## src/rtl/adma_as_bresp_dmux.sv

```systemverilog
// B-response demultiplexer: remembers which channel owns each AWID in flight and
// routes returning write responses to that channel through a one-entry output buffer.
module adma_as_bresp_dmux #(
   parameter  int DMA_CHN_NUM   = 4,
   parameter  int MST_ID_W      = 5,
   parameter  int MAX_OUTST     = 8,
   localparam int DMA_CHN_NUM_W = $clog2(DMA_CHN_NUM),
   localparam int OUTST_CNT_W   = $clog2(MAX_OUTST + 1)
) (
   input  logic                     clk,
   input  logic                     rst_n,
   input  logic [DMA_CHN_NUM_W-1:0] atx_chn_id,
   input  logic [MST_ID_W-1:0]      atx_awid,
   input  logic                     atx_vld,
   output logic                     atx_rdy,
   input  logic [MST_ID_W-1:0]      m_bid,
   input  logic [1:0]               m_bresp,
   input  logic                     m_bvalid,
   output logic                     m_bready,
   output logic [1:0]               chn_cmpl_resp [0:DMA_CHN_NUM-1],
   output logic                     chn_cmpl_vld  [0:DMA_CHN_NUM-1],
   input  logic                     chn_cmpl_rdy  [0:DMA_CHN_NUM-1],
   output logic [OUTST_CNT_W-1:0]   chn_outst_cnt [0:DMA_CHN_NUM-1],
   output logic                     bid_err
);

   localparam logic [OUTST_CNT_W-1:0] MAX_CNT = OUTST_CNT_W'(MAX_OUTST);

   // All three interfaces use strict valid/ready: a transfer happens on a rising
   // clk edge where valid and ready are both 1; valid never waits on ready, and
   // ready (atx_rdy, m_bready) is a pure function of current state and inputs.

   logic [OUTST_CNT_W-1:0]   cnt    [DMA_CHN_NUM];
   logic [MST_ID_W-1:0]      id_tbl [DMA_CHN_NUM];
   logic                     buf_vld;
   logic [DMA_CHN_NUM_W-1:0] buf_chn;
   logic [1:0]               buf_resp;
   logic                     bid_err_q;

   logic [DMA_CHN_NUM-1:0]   active;
   logic [DMA_CHN_NUM-1:0]   hit;
   logic                     any_hit;
   logic [DMA_CHN_NUM_W-1:0] hit_chn;
   logic                     id_conflict;
   logic                     atx_hs;
   logic                     b_hs;
   logic                     buf_pop;

   // The issue rules keep active IDs unique, so at most one hit bit is ever set.
   always_comb begin
      active      = '0;
      hit         = '0;
      any_hit     = 1'b0;
      hit_chn     = '0;
      id_conflict = 1'b0;
      for (int c = 0; c < DMA_CHN_NUM; c++) begin
         active[c] = (cnt[c] != '0);
         hit[c]    = active[c] && (id_tbl[c] == m_bid);
         if (hit[c]) begin
            any_hit = 1'b1;
            hit_chn = DMA_CHN_NUM_W'(c);
         end
         if (active[c] && (atx_chn_id != DMA_CHN_NUM_W'(c)) && (id_tbl[c] == atx_awid))
            id_conflict = 1'b1;
      end
   end

   always_comb begin
      atx_rdy = (cnt[atx_chn_id] < MAX_CNT) &&
                ((cnt[atx_chn_id] == '0) || (id_tbl[atx_chn_id] == atx_awid)) &&
                !id_conflict;
   end

   assign buf_pop  = buf_vld & chn_cmpl_rdy[buf_chn];
   assign m_bready = ~buf_vld | chn_cmpl_rdy[buf_chn];
   assign atx_hs   = atx_vld & atx_rdy;
   assign b_hs     = m_bvalid & m_bready;

   // An issue and a retiring response on the same channel cancel out.
   always_ff @(posedge clk or negedge rst_n) begin
      if (!rst_n) begin
         for (int c = 0; c < DMA_CHN_NUM; c++) begin
            cnt[c]    <= '0;
            id_tbl[c] <= '0;
         end
      end else begin
         for (int c = 0; c < DMA_CHN_NUM; c++) begin
            if (atx_hs && (atx_chn_id == DMA_CHN_NUM_W'(c))) begin
               id_tbl[c] <= atx_awid;
               if (!(b_hs && hit[c]))
                  cnt[c] <= cnt[c] + 1'b1;
            end else if (b_hs && hit[c]) begin
               cnt[c] <= cnt[c] - 1'b1;
            end
         end
      end
   end

   always_ff @(posedge clk or negedge rst_n) begin
      if (!rst_n) begin
         buf_vld   <= 1'b0;
         buf_chn   <= '0;
         buf_resp  <= '0;
         bid_err_q <= 1'b0;
      end else begin
         bid_err_q <= b_hs & ~any_hit;
         if (b_hs && any_hit) begin
            buf_vld  <= 1'b1;
            buf_chn  <= hit_chn;
            buf_resp <= m_bresp;
         end else if (buf_pop) begin
            buf_vld <= 1'b0;
         end
      end
   end

   always_comb begin
      for (int c = 0; c < DMA_CHN_NUM; c++) begin
         chn_cmpl_vld[c]  = buf_vld && (buf_chn == DMA_CHN_NUM_W'(c));
         chn_cmpl_resp[c] = chn_cmpl_vld[c] ? buf_resp : 2'b00;
         chn_outst_cnt[c] = cnt[c];
      end
   end

   assign bid_err = bid_err_q;

endmodule
```

## config.mk

```make
export PLATFORM = sky130hd
export DESIGN_NAME = adma_as_bresp_dmux
export DESIGN_NICKNAME = d
export VERILOG_FILES = /design/src/rtl/adma_as_bresp_dmux.sv
export SDC_FILE = /design/constraint.sdc
export NUM_CORES = 1
export LEC_CHECK = 0
export CORE_MARGIN = 2
export CORE_UTILIZATION = 41
export CTS_CLUSTER_SIZE = 24
export DETAILED_ROUTE_END_ITERATION = 12
export GPL_ROUTABILITY_DRIVEN = 0
export PLACE_DENSITY = 0.68
export RECOVER_POWER = 50
export SYNTH_ARGS = -nofsm -noshare
export SYNTH_HDL_FRONTEND = slang
export SYNTH_SLANG_ARGS = --single-unit
```

## constraint.sdc

```tcl
create_clock -name clk -period 7.9 [get_ports clk]
set_clock_uncertainty 0.05 [all_clocks]
set_input_delay 2.37 -clock clk [delete_from_list [all_inputs] [get_ports clk]]
set_output_delay 2.37 -clock clk [all_outputs]
set_load 0.1 [all_outputs]
```

# Yosys cells after proc, flatten, opt, wreduce, memory -nomap -nowiden
# Index checks and enable logic that the tools add are counted.
# op_classes
mux,38
n_reduce_logical,46
magnitude_cmp,3
n_addsub,8
n_bitwise,9
n_eq_ne,22
# ops
cell,n
$mux W4,14
$eq A5 B5 Y1,9
$logic_and A1 B1 Y1,27
$add A4 B1 Y4 const B,4
$reduce_bool A4 Y1,4
$sub A4 B1 Y4 const B,4
$mux W1,13
$mux W2,6
$ne A2 B2 Y1 const B,6
$reduce_bool A2 Y1,6
$bmux W5 S2,1
$mux W5,2
$bmux W4 S2,1
$eq A2 B2 Y1 const B,4
$reduce_and A2 Y1,4
$ge A3 B3 Y1 const B,2
$not A2 Y3,2
$and A1 B1 Y1,4
$eq A2 B1 Y1 const B,2
$logic_not A2 Y1,2
$logic_not A4 Y1,1
$lt A4 B4 Y1 const B,1
$bmux W1 S2,1
$ne A2 B1 Y1 const B,1
4 further kinds,5
# word_totals
input_bits,22
word_cells,138
ff_bits,42

# Depth between registers and ports, before layout
# logic_depth
ltp_word,13
mapped_depth,15

# Worst setup path after synthesis
# OpenSTA, ideal clock, no wires.
# synth_timing
kind,input -> output
startpoint,input atx_chn_id[0]
endpoint,output atx_rdy
path_buffers,2
slack_ps,546
cell_stages,6
arrival_time_ps,4934
cell_sequence,buf_6 mux4_2 a21oi_1 or4b_1 buf_2 nor2_1
# synth_between
elab_chain_cells,9
elab_cells_between_ends,30
classes_between,order compare (1); eq/ne (4); mux (10); bitwise (1); reduce/logical (14)
# synth_rtl
item,line_no,source
start: declaration,12,"input logic [DMA_CHN_NUM_W-1:0] atx_chn_id,"
"parallel branches: the longest is 8 deep, another holds $lt A4 B4 Y1",--,
$logic_and A1 B1 Y1 *,70,((cnt[atx_chn_id] == '0) || (id_tbl[atx_chn_id] == atx_awid)) &&
end: declaration,15,"output logic atx_rdy,"
# Every way passes the cells marked *. The select of a mux whose other input is x is not followed.

# Final worst setup path
# Same ends and word-level chain as after synthesis.

==> flow_summary.rst <==
.. list-table::
   :header-rows: 1

   * - Metric
     - Value
   * - Outcome
     - finished with violations
   * - Violations in the final reports
     - max-capacitance violations, max-slew violations
   * - Utilization after layout
     - 53.11%
   * - Top-Level Pins
     - 53
   * - Final layout net count
     - 361
   * - Pleak
     - 1.510 nW
   * - Antenna viol nets, final
     - 0
   * - Clock slew at reported path FFs
     - 80 ps
   * - Number of cells on the critical path
     - 8
   * - Average wire per standard cell
     - 16.13 um
   * - R2r startpoint
     - chn_outst_cnt[0]$_DFFE_PN0P_
   * - Most frequent cells in the layout
     - dfrtp_1 (42), clkdlybuf4s50_1 (36), nand2_1 (34), xnor2_1 (33), xor2_1 (26)
   * - Post-detailed-route DRC marker count
     - 0
   * - Required time worst endpoint
     - 5480 ps
   * - Synthesis-stage register bit count
     - 42
   * - XOR/XNOR Fraction of Synth Area
     - 18.63%
   * - Critical path launch point type
     - input port
   * - Largest stage delay on the critical path
     - 710 ps
   * - Synthesis warning total
     - 0
   * - Area of the core region
     - 6869 sq um
   * - Post-synth design cell area
     - 2949 sq um
   * - Setup Total Neg Slack
     - 0 ps
   * - CP endpoint
     - atx_rdy
   * - Fraction of final layout cells sized beyond drive strength 1
     - 13.72%
   * - Reg-to-reg critical path endpoint
     - chn_outst_cnt[7]$_DFFE_PN0P_
   * - Setup slack on the worst flop-to-flop path
     - 3920 ps
   * - H-Tree Level Count
     - 2
   * - Placed wire-length estimate
     - 5.232 mm
   * - Total power per unit cell area
     - 428.9 nW/um^2
   * - Post-Synthesis Cells
     - 278
   * - Global-route wire length before repair
     - 11.27 mm
   * - Overall global routing resource usage
     - 18.97%
   * - Largest fanout of any net on the critical path
     - 10
   * - Wirelength, routed
     - 6.838 mm
   * - Final-layout fill cell count
     - 641
   * - Count of different cell masters after synthesis
     - 39
   * - Final count of pins violating max slew
     - 43
   * - Number of core rows
     - 30
   * - Element type at the critical path end
     - primary output
   * - Vias in the first global route
     - 2233
   * - Syn Area/Cell
     - 10.61 sq um
   * - Fraction of the yosys area taken by sequential cells
     - 35.64%
   * - Clock latency at the later pin of the worst-skew pair
     - 300 ps
   * - Ys flop type
     - dfrtp_1
   * - Final worst-path setup slack
     - 575.6 ps
   * - Unrepaired setup endpoints after global routing
     - false
   * - R2r worst-path depth
     - 11
   * - Post-route minimum period
     - 7324 ps
   * - Via-per-instance ratio
     - 5.172
   * - Number of sinks driven by the clock tree
     - 42
   * - Compound-Gate Fraction of Synth Area
     - 4.879%
   * - Worst IR Drop VDD
     - 0.1551 mV
   * - Endpoint arrival time on the critical path
     - 4900 ps
   * - Post-synthesis simple-gate area fraction
     - 17.14%
   * - Normalized max-slew margin
     - -53.55%
   * - Layout Area Growth over Synthesis
     - 23.72%
   * - Number of CTS-inserted buffers
     - 5
   * - Post-synthesis share of cell area spent on full adders, half adders and majority gates
     - 6.109%
   * - Highest achievable clock rate
     - 136.5 MHz
   * - Crit path kind
     - in -> out
   * - Number of enable flip-flop cells after synthesis
     - 0
   * - Clock tree root buffer cell
     - clkbuf_8
   * - CTS tree
     - done
   * - Number of iterations in the first detailed-routing pass
     - 4
   * - Maximum number of pins on one net before global-route repair
     - 43
   * - Setup bufs post-CTS
     - 0
   * - Die width
     - 88.81 um
   * - Highest-delay cell along the critical path
     - clkdlybuf4s50_1
   * - Buffer depth of the longest clock path
     - 2
   * - Setup slack at placement
     - 562.5 ps
   * - Final Setup Violations
     - 0
   * - Initial core utilization
     - 42.93%
   * - Total number of vias
     - 2193
   * - Hold crit path type
     - reg -> reg
   * - Worst path buffer plus inverter count
     - 4
   * - Post-layout power
     - 1.565 mW
   * - Dominant combinational cell family by area after synthesis
     - XOR/XNOR gates
   * - Portion of netlist area occupied by mux cells
     - 14.34%
   * - Footprint of the multi-input gates
     - 1802 sq um
   * - Resized Gates After CTS
     - 0
   * - Cell-by-cell trace of the critical path
     - clkdlybuf4s50_1 > buf_4 > inv_2 > o2111a_1 > a21oi_1 > or4b_1 > nor2_1 > buf_12
   * - Number of buffers inserted by hold repair at cts
     - 0
   * - Most common cell after layout, fill and taps aside
     - dfrtp_1
   * - Drt initial violations
     - 138
   * - Total Die Area
     - 7887 sq um
   * - Tcrit/Tclk final
     - 92.71%
   * - Async set-reset flop share out of synthesis
     - 100.0%
   * - Critical path origin
     - atx_chn_id[0]
   * - Initial antenna violation count
     - 0
   * - Area occupied by registers
     - 1051 sq um
   * - Height of the die
     - 88.81 um
   * - Port Buffer Count
     - 52
   * - Max-capacitance violation count
     - 1
   * - Top cell family by delay on the critical path
     - buffers and inverters
   * - Sum of overflow across all layers after global routing
     - 0
   * - Final hold vios
     - 0
   * - Synth Net Count
     - 312
   * - Worst Max-Slew Pin Slew
     - 2303 ps
   * - Antenna diode count
     - 0
-- cells by family (layout without fill, tap and decap cells) --
logic type	Yosys count	count (layout)
compound gates	22	22
buf+inv	19	69
flops	42	42
mux	31	31
simple gates	91	91
fa+ha+maj	12	12
xor+xnor	61	61
-- where the power goes --
group,internal [mW],switching (mW),total (mW)
registers,0.315,0.157,0.473
clock network,0.0883,0.0784,0.167
logic,0.327,0.598,0.925
total,0.731,0.834,1.56
-- worst min-delay path by stage --
stage	from	end	slack, ps	depth (start not counted)
after detailed placement	chn_outst_cnt[3]$_DFFE_PN0P_	chn_outst_cnt[3]$_DFFE_PN0P_	500	1
after CTS	chn_outst_cnt[3]$_DFFE_PN0P_	chn_outst_cnt[3]$_DFFE_PN0P_	510	1
after global routing	chn_outst_cnt[7]$_DFFE_PN0P_	chn_outst_cnt[7]$_DFFE_PN0P_	530	1
after global placement	chn_outst_cnt[3]$_DFFE_PN0P_	chn_outst_cnt[3]$_DFFE_PN0P_	490	1
after floorplan	buf_resp[0]$_DFFE_PN0P_	buf_resp[0]$_DFFE_PN0P_	460	1
final	chn_outst_cnt[15]$_DFFE_PN0P_	chn_outst_cnt[15]$_DFFE_PN0P_	500	1
-- state kept, by name, indices dropped and copies added, names as in the netlist --
register       count
bid_err            1
buf_resp           2
chn_outst_cnt     16
buf_chn            2
buf_vld            1
id_tbl            20
-- final cells by class --
class / instances / area share, %
clock buffer: 8 / 3.018
multi-input combinational: 217 / 49.38
tap: 96 / 3.292
inverter: 7 / 0.7202
sequential: 42 / 28.81
timing repair buffer: 54 / 14.78
-- worst register-to-register path: stages, from the launching register on --
cell,delay (ps)
dfrtp_1,470
nor4_1,520
a2111oi_0,160
or4b_1,740
nor4_4,560
inv_1,310
ha_1,350
a21o_1,160
a21oi_1,180
and2_1,140
mux2i_1,70
xnor2_1,150
-- routing by layer --
layer	vias up	track usage (%)	routed length [um]
met4	0	7.163	141
met2	58	28.70	3098
met1	1064	27.23	3280
met5	-	0	0
met3	14	3.265	318
li1	1057	-	-
-- cells in the mapped netlist, drive strengths merged (2+ instances only) --
master    n  area, sq um
clkbuf    2        7.510
inv       7        26.27
nand3     4        20.02
fa        4        80.08
nor2     10        37.54
a21oi     7        38.79
and3      3        18.77
nand2    34        127.6
xor2     27        244.0
or3       2        12.51
o21ai     5        25.02
a2111oi   2        17.52
nor3      4        20.02
ha        8        100.1
nand4     3        18.77
buf      10        62.56
nor4     16        151.4
mux4      7        157.7
dfrtp    42         1051
and2     11        68.82
a21o      5        37.54
mux2i     4        40.04
mux2     20        225.2
xnor2    34        305.3
-- stage by stage --
stage | hold slack [ps] | cell area [sq um] | cells
final | 499.5 | 3649 | 424
after global routing | 532.5 | 3649 | 424
after CTS | 509.2 | 3650 | 424
after detailed placement | 498.1 | 3540 | 416
after global placement | 491.0 | 3540 | 416
after floorplan | 464.6 | 2949 | 278
Power figures use the tool's default switching activity.
